**src/rtl/bp_pkg.sv**
```systemverilog
// Shared definitions for the 2-bit saturating branch predictor.
// Latency: none (types, constants and a pure helper function only).
// Backpressure: not applicable.
package bp_pkg;

   // Counter encodings; state[1] doubles as the taken/not-taken prediction.
   localparam logic [1:0] SNT = 2'b00;   // strongly not taken
   localparam logic [1:0] WNT = 2'b01;   // weakly not taken
   localparam logic [1:0] WT  = 2'b10;   // weakly taken
   localparam logic [1:0] ST  = 2'b11;   // strongly taken

   localparam int OUT_W = 4;

   // Status word layout, MSB first: prediction used, mispredict, updated counter.
   typedef struct packed {
      logic       pred;
      logic       miss;
      logic [1:0] state;
   } bp_out_t;

   // Step the counter toward the resolved outcome, clamping at SNT and ST.
   function automatic logic [1:0] sat_update(input logic [1:0] state, input logic jump);
      logic [1:0] nxt;
      nxt = state;
      if (jump) begin
         if (state != ST) nxt = state + 2'd1;
      end else begin
         if (state != SNT) nxt = state - 2'd1;
      end
      return nxt;
   endfunction

endpackage

```
**src/rtl/bp_sat_counter.sv**
```systemverilog
// 2-bit saturating up/down counter holding the predictor's confidence.
// Latency: state updates one clock after up is sampled; next_state is combinational.
// Backpressure: none, one update is consumed on every non-reset edge.
module bp_sat_counter
   import bp_pkg::*;
(
   input  logic       clk,
   input  logic       rst,
   input  logic       up,
   output logic [1:0] state,
   output logic [1:0] next_state
);

   // Next value is exposed so the parent can report it in the same cycle it is committed.
   always_comb begin
      next_state = sat_update(state, up);
   end

   // Counter register, synchronous reset to strongly-not-taken.
   always_ff @(posedge clk) begin
      if (rst) state <= SNT;
      else     state <= next_state;
   end

endmodule

```
**src/rtl/branch_predictor_2bit.sv**
```systemverilog
// Single-entry 2-bit predictor: reports prediction used, mispredict and updated counter.
// Latency: one clock from the jump sample to out; out is purely registered.
// Backpressure: none, every non-reset edge consumes one resolved branch.
module branch_predictor_2bit
   import bp_pkg::*;
(
   input  logic             clk,
   input  logic             rst,
   input  logic             jump,
   output logic [OUT_W-1:0] out
);

   logic [1:0] cnt_state;
   logic [1:0] cnt_next;
   bp_out_t    out_d;
   bp_out_t    out_q;

   bp_sat_counter u_counter (
      .clk        (clk),
      .rst        (rst),
      .up         (jump),
      .state      (cnt_state),
      .next_state (cnt_next)
   );

   // Decode prediction from the pre-update counter and compare with the resolved outcome.
   always_comb begin
      out_d       = '0;
      out_d.pred  = cnt_state[1];
      out_d.miss  = jump ^ cnt_state[1];
      out_d.state = cnt_next;
   end

   // Status register; reset clears it so no stale prediction survives a flush.
   always_ff @(posedge clk) begin
      if (rst) out_q <= '0;
      else     out_q <= out_d;
   end

   assign out = out_q;

endmodule

```
**config.mk**
```make
export PLATFORM = sky130hd
export DESIGN_NAME = branch_predictor_2bit
export DESIGN_NICKNAME = d
export VERILOG_FILES = /design/src/rtl/bp_pkg.sv /design/src/rtl/bp_sat_counter.sv /design/src/rtl/branch_predictor_2bit.sv
export SDC_FILE = /design/constraint.sdc
export NUM_CORES = 1
export LEC_CHECK = 0
export CAP_MARGIN = 20
export CORE_AREA = 5 5 42 44
export CTS_CLUSTER_DIAMETER = 120
export DETAILED_ROUTE_END_ITERATION = 8
export DIE_AREA = 0 0 47 49
export PLACE_DENSITY = 0.37
export SYNTH_ARGS = -nofsm -noshare
export SYNTH_HDL_FRONTEND = slang
export SYNTH_HIERARCHICAL = 1
export SYNTH_SLANG_ARGS = --single-unit
```
**constraint.sdc**
```tcl
create_clock -name clk -period 1.94 [get_ports clk]
set_input_delay 0.485 -clock clk [delete_from_list [all_inputs] [get_ports clk]]
set_output_delay 0.485 -clock clk [all_outputs]
set_load 0.03 [all_outputs]
```
---- Word-level counts from Yosys, hierarchy flattened ----
Cells that the tools add are included.
word-level totals
  bits in registers ....................... 4
  word-level logic and storage cells ...... 14
  input bits .............................. 3
  output and inout bits ................... 4
operators by class
  add/subtract/negate cells ............... 2
  equality and inequality tests ........... 2
  multiplexer cells ....................... 3
  reductions and logical operators ........ 3
  bitwise operators ....................... 1
operator list
  kind                   number
  $mux W2                3
  $reduce_bool A2 Y1     2
  $add A2 B1 Y2 const B  1
  $ne A2 B1 Y1 const B   1
  $ne A2 B2 Y1 const B   1
  $reduce_and A2 Y1      1
  $sub A2 B1 Y2 const B  1
  $xor A1 B1 Y1          1

---- Logic depth before layout (Yosys ltp) ----
Gate-level depths: netlist of the first run.
  word-level depth ........................ 3
  mapped depth ............................ 3
  depth with buffers taken out ............ 3

---- Cells and area by module ----
Netlist of the first run, hierarchy kept.
modules (own cells, without submodules)
  module                 seq. area each (µm²)  times used  area an instance (µm²)  cells an instance
  branch_predictor_2bit  80.1                  1           111.4                   9
  bp_sat_counter         40.0                  1           102.6                   10

---- Worst setup path before layout of the first run ----
Ideal clock, no wire load.
  path kind ............................... input port to flip-flop
  start point ............................. input jump
  end point ............................... register out_q, in the netlist out[1]
  library setup time ...................... 0.114 ns
  slack ................................... 0.928 ns
  stages on the path ...................... 2
  buffers on the path ..................... 0
  required time ........................... 1.826 ns
  data arrival time ....................... 0.898 ns
  path through ............................ maj3_2 > nor2b_1
on the way
  cells in the longest elaborated chain, start to end .. 2
  elaborated cells between the ends (all ways) .. 4
  classes of those cells .................. eq/ne (1); mux (1); reduce/logical (2)
RTL lines
  item                                                          line                         source
  from (decl)                                                   branch_predictor_2bit.sv:9   input logic jump,
  $ne A2 B1 Y1 (no line) or $reduce_bool A2 Y1 (tied branches)  -
  $reduce_and A2 Y1 (no line)                                   -
  to (signal assigned)                                          branch_predictor_2bit.sv:37  else out_q <= out_d;
  to (decl)                                                     branch_predictor_2bit.sv:16  bp_out_t out_q;
Several ways; a longest one is shown, not always the timed one.
A chain may end at the register's enable or synchronous reset.

---- Worst setup path in the final report of the first run ----
  start point ............................. register out_q, in the netlist out[1]
  end point ............................... output out[1]
RTL lines
  item       line                         source
  to (decl)  branch_predictor_2bit.sv:10  output logic [OUT_W-1:0] out
No word-level cell between the ends.

==> reports/qor.yml, run 1 <==
drt:
  postRouteAntennaNets: 0
  drtIter0Drc: 3
  remaining_drc_errors: 0
  dr_total_vias: 147
  wl_per_cell_um: 7.77
  wl_um: 342
  via_per_inst: 3.34
  first_pass_iters: 2
cts:
  cts_max_level: 1
  cts_max_path_buffers: 2
  cts.sinks: 6
  cts_tree: "done"
  cts-resized-gates: 0
  root_buffer: "clkbuf_4"
  postCtsSetupRepairBufs: 0
  cts_hold_buf: 0
  clk_latency_ps: 250
  cts-buffers-inserted: 3
  clkTransAtPathRegs_ps: 50
synthesis:
  syn_area_per_cell_um2: 11.3
  netlist_area_um2: 214
  seq_area_frac_synth_pct: 56.1
  synthSimpleGateAreaFrac_pct: 27.5
  synthTopCellsByCount: "dfxtp_1, nor2b_1, or2b_1"
  synth_top_cell_by_area: "dfxtp_1"
  syn-num-nets: 22
  synth-seq-cells: 6
  synth_compound_area_share_pct: 5.26
  synth_edf_count: 0
  synth_warnings: 6
  synth_top_family_by_area: "simple AND/OR/NAND/NOR gates"
  synthFlopType: "dfxtp_1"
  synth_most_common_cell: "dfxtp_1"
  yosys.area_share.adder_pct: 5.26
  synth.distinct_cells: 11
  synthTopCellsByArea: "dfxtp_1, nor2b_1, or2b_1"
  async_flop_share_pct: 0
  yosys.area.top_type_share_pct: 56.1
  syn_inst: 19
  synthMuxAreaShare_pct: 0
  synth-xor-area-share_pct: 4.09
timing:
  setup_tns_ps: 0
  timing_max_transition_violations_final: 0
  setup_violations: 0
  hold_viol: 0
  period_needed_ps: 1700
  rsz0062_at_grt: "false"
  post-route-period-util_pct: 87.4
  worstMarginPinSlew_ps: 306
  slew_headroom_pct: 79.5
  clock_skew_ps: 10.9
  fmax_mhz: 590
grt:
  grt_overflow: 0
  antenna_found_initial: 0
  grt_max_degree: 8
  track_usage_pct: 3.67
  use_met3_pct: 4.43
  met1_usage_pct: 3.77
  busiest_layer: "met3"
  grt_use_met2_pct: 3.85
  first_global_vias: 137
  grt_first_pass_wirelength_um: 531
floorplanning:
  core_um2: 1400
  die-area_um2: 2300
  start_util_pct: 15.3
  row_count: 14
  die-width_um: 47
  ios: 7
  die_y_um: 49
final_layout:
  layout.area.seq_um2: 120
  fillers: 161
  stdcell_area_um2: 317
  postLayoutCoreUtil_pct: 22.6
  antenna_cells: 0
  syn2layout_area_growth_pct: 48.0
  fin_nets: 33
  layout-drive-gt1-share_pct: 17.9
  final_cells: 44
  multi_input_area_um2: 90.1
power:
  vdd_drop_max_uv: 300
  p_leak_uw: 0.000120
  p_per_area_nw_per_um2: 916
  power_uw: 290
placement:
  gp_congestion: 0.697
  io_buffers: 6
  placed_area_um2: 294
  post-place-cells: 41
setup_path:
  worstPathArrival_ps: 1210
  worst-r2r-cell-count: 2
  crit_fanout: 1
  critical-path-max-stage-delay_ps: 660
  critPathCaptureType: "output port"
  critical_path.startpoint_type: "register"
  cp_num_cells: 1
  worst-setup-path-type: "register to output port"
  critPathSlowestCell: "clkdlybuf4s50_1"
  cp_cell_sequence: "clkdlybuf4s50_1"
  worst-path-buf-inv: 1
  path_delay_family: "buffers and inverters"
  cp_data_required_time_ps: 1450
run_status:
  status: "finished, final reports clean"
min_path:
  min_delay_path_depth: 1
  hold_path_class: "register to register"
job:
  max-cap-violations: 0
## path summary, 6_finish.rpt
check / start / end / slack (ps)
min reg2reg: u_counter/state[1]$_SDFF_PP0_ / out[3]$_SDFF_PP0_ / 540
max: out[1]$_SDFF_PP0_ / out[1] / 240
max reg2reg: u_counter/state[1]$_SDFF_PP0_ / out[1]$_SDFF_PP0_ / 1020
min: u_counter/state[1]$_SDFF_PP0_ / out[3]$_SDFF_PP0_ / 540
## layout by cell type, fill, tap and decap left out
| master | count |
|---|---|
| and2b_1 | 1 |
| clkbuf_4 | 3 |
| clkdlybuf4s50_1 | 6 |
| dfxtp_1 | 6 |
| inv_1 | 1 |
| maj3_2 | 1 |
| nor2_1 | 1 |
| nor2b_1 | 3 |
| nor2b_4 | 1 |
| o21ai_0 | 1 |
| o22ai_1 | 1 |
| or2b_1 | 2 |
| xnor2_1 | 1 |
## sequential cells by signal (all words and copies together), names as in the netlist
register         count
out                  4
u_counter/state      2
## where the power goes
part           internal (uW)  switching, uW  total, uW
clock network           70.1           46.4        117
registers                131           3.31        134
logic                   20.5           18.7       39.2
## metal layers
layer  vias to the layer above  wire [um]  part of all wire, %
met3                         0         48                   14
li1                         79          -                    -
met1                        61        165                   48
met2                         7        129                   38
met4                         0          0                    0
met5                         -          0                    0
## layout make-up
type                    count  share of cell area (%)
flip-flops and latches      6                    37.9
multi-input cells          12                    28.5
repair buffers              6                    19.0
clock buffers               3                    7.11
well taps                  16                    6.32
inverters                   1                    1.19
## kinds of logic (layout without fill, tap and decap cells)
kind of cell,count (synthesis),count (layout)
adder cells (fa/ha/maj),1,1
XOR/XNOR,1,1
AO/OA/AOI/OAI,2,2
buffers and inverters,1,10
AND/OR/NAND/NOR,8,8
flip-flops,6,6
## through the flow
step	setup WS, ps	hold WS [ps]
after global placement	392	524
final	245	543
after global routing	197	545
after detailed placement	384	524
after CTS	229	541
after floorplan	928	494
No activity file was read; power rests on OpenSTA's default activity.
==> run 2, diff against run 1 <==
CAP_MARGIN = 10   (was 20)
CTS_CLUSTER_DIAMETER = unset   (was 120)
==> results of run 2 <==
Same layout as run 1: the final DEF is identical, and so are final timing and power.
==> run 3, diff against run 2 <==
CTS_BUF_LIST = sky130_fd_sc_hd__clkbuf_8   (was unset)
==> reports/qor.yml, run 3 (same netlist as run 1, synthesis figures left out) <==
cts:
  cts_max_path_buffers: 2  # unchanged
  cts-buffers-inserted: 3  # unchanged
  clkTransAtPathRegs_ps: 40  # about the same
  clk_latency_ps: 220  # -30 ps
  cts.sinks: 6  # unchanged
  cts-resized-gates: 0  # unchanged
  cts_tree: "done"
  cts_max_level: 1  # unchanged
  root_buffer: "clkbuf_8"
  postCtsSetupRepairBufs: 0  # unchanged
  cts_hold_buf: 0  # unchanged
setup_path:
  crit_fanout: 1  # unchanged
  path_delay_family: "buffers and inverters"
  cp_cell_sequence: "clkdlybuf4s50_1"
  critical_path.startpoint_type: "register"
  critPathSlowestCell: "clkdlybuf4s50_1"
  worst-path-buf-inv: 1  # unchanged
  critPathCaptureType: "output port"
  cp_data_required_time_ps: 1450  # about the same
  worstPathArrival_ps: 1180  # -30 ps
  critical-path-max-stage-delay_ps: 660  # about the same
  worst-setup-path-type: "register to output port"
final_layout:
  syn2layout_area_growth_pct: 56.7
  layout-drive-gt1-share_pct: 17.9  # unchanged
  largest_reg_flops: 4  # unchanged
  layout.cells.most_common_list: "clkdlybuf4s50_1, dfxtp_1, nor2b_1, clkbuf_8, or2b_1"
  multi_input_area_um2: 90.1  # unchanged
  fin_nets: 33  # unchanged
  layout.area.seq_um2: 120  # unchanged
  fillers: 158  # -1.9%
  antenna_cells: 0  # unchanged
  stdcell_area_um2: 335  # +5.9%
timing:
  fmax_mhz: 602  # +2.0%
  post-route-period-util_pct: 85.7  # -1.7 points
  clock_skew_ps: 2.18  # -8.71 ps
  hold_viol: 0  # unchanged
  setup_violations: 0  # unchanged
  worstMarginPinSlew_ps: 306  # unchanged
  fin_ws_ps: 278  # +32.8 ps
  setup_tns_ps: 0  # unchanged
  slew_headroom_pct: 79.5  # unchanged
  period_needed_ps: 1660  # -32.8 ps
  timing_max_transition_violations_final: 0  # unchanged
  rsz0062_at_grt: "false"
grt:
  met1_usage_pct: 3.77  # unchanged
  antenna_found_initial: 0  # unchanged
  use_met3_pct: 4.43  # unchanged
  grt_max_degree: 8  # unchanged
  grt_first_pass_wirelength_um: 579  # +9.0%
  track_usage_pct: 4.03  # +0.35 points
  grt_overflow: 0  # unchanged
  grt_use_met2_pct: 4.30  # +0.45 points
  first_global_vias: 150  # +9.5%
  busiest_layer: "met3"
placement:
  gp_congestion: 0.697  # unchanged
  dpl_worst_slack_ps: 384  # unchanged
  io_buffers: 6  # unchanged
  placed_area_um2: 294  # unchanged
drt:
  drtIter0Drc: 1  # -2
  first_pass_iters: 2  # unchanged
  postRouteAntennaNets: 0  # unchanged
  via_per_inst: 3.30  # -1.4%
  wl_um: 358  # +4.7%
  dr_total_vias: 145  # -1.4%
  remaining_drc_errors: 0  # unchanged
  wl_per_cell_um: 8.14  # +4.7%
floorplanning:
  row_count: 14  # unchanged
  die-width_um: 47  # unchanged
  die-area_um2: 2300  # unchanged
  start_util_pct: 15.3  # unchanged
  die_y_um: 49  # unchanged
  ios: 7  # unchanged
  core_um2: 1400  # unchanged
power:
  p_per_area_nw_per_um2: 1070  # +16%
  power_uw: 357  # +23%
  vdd_drop_max_uv: 464  # +55%
  p_leak_uw: 0.000128  # +6.5%
run_status:
  status: "finished, final reports clean"
min_path:
  hold_path_class: "register to register"
job:
  max-cap-violations: 0  # unchanged
-- run 3: through the flow --
stage	hold slack [ps]	std cells	utilization [%]
floorplan	494	19	-
global placement	524	41	21.0
detailed placement	524	41	21.0
CTS	534	44	23.9
global route	542	44	23.9
finish	529	44	23.9
-- run 3: report_power, final --
| group | internal, uW | switching (uW) |
|---|---|---|
| clock network | 133 | 50.2 |
| logic | 20.5 | 18.7 |
| registers | 131 | 3.30 |
| total | 285 | 72.2 |
-- run 3: cell type report --
cell class,count,area share (%)
repair buffers,6,17.9
multi-input cells,12,26.9
flip-flops and latches,6,35.8
well taps,16,5.97
inverters,1,1.12
clock buffers,3,12.3
-- run 3: final timing paths --
path	from	to	slack (ps)	depth (start not counted)
min reg2reg	u_counter/state[1]$_SDFF_PP0_	out[3]$_SDFF_PP0_	530	1
max reg2reg	u_counter/state[1]$_SDFF_PP0_	out[1]$_SDFF_PP0_	1030	2
min	u_counter/state[1]$_SDFF_PP0_	out[3]$_SDFF_PP0_	530	1
max	out[3]$_SDFF_PP0_	out[3]	280	1
-- run 3: metal layers --
layer,wire [um],share of wire (%),vias to the layer above
met5,0,0,-
met4,0,0,0
met3,45,13,0
met2,146,41,7
met1,165,46,59
li1,-,-,79
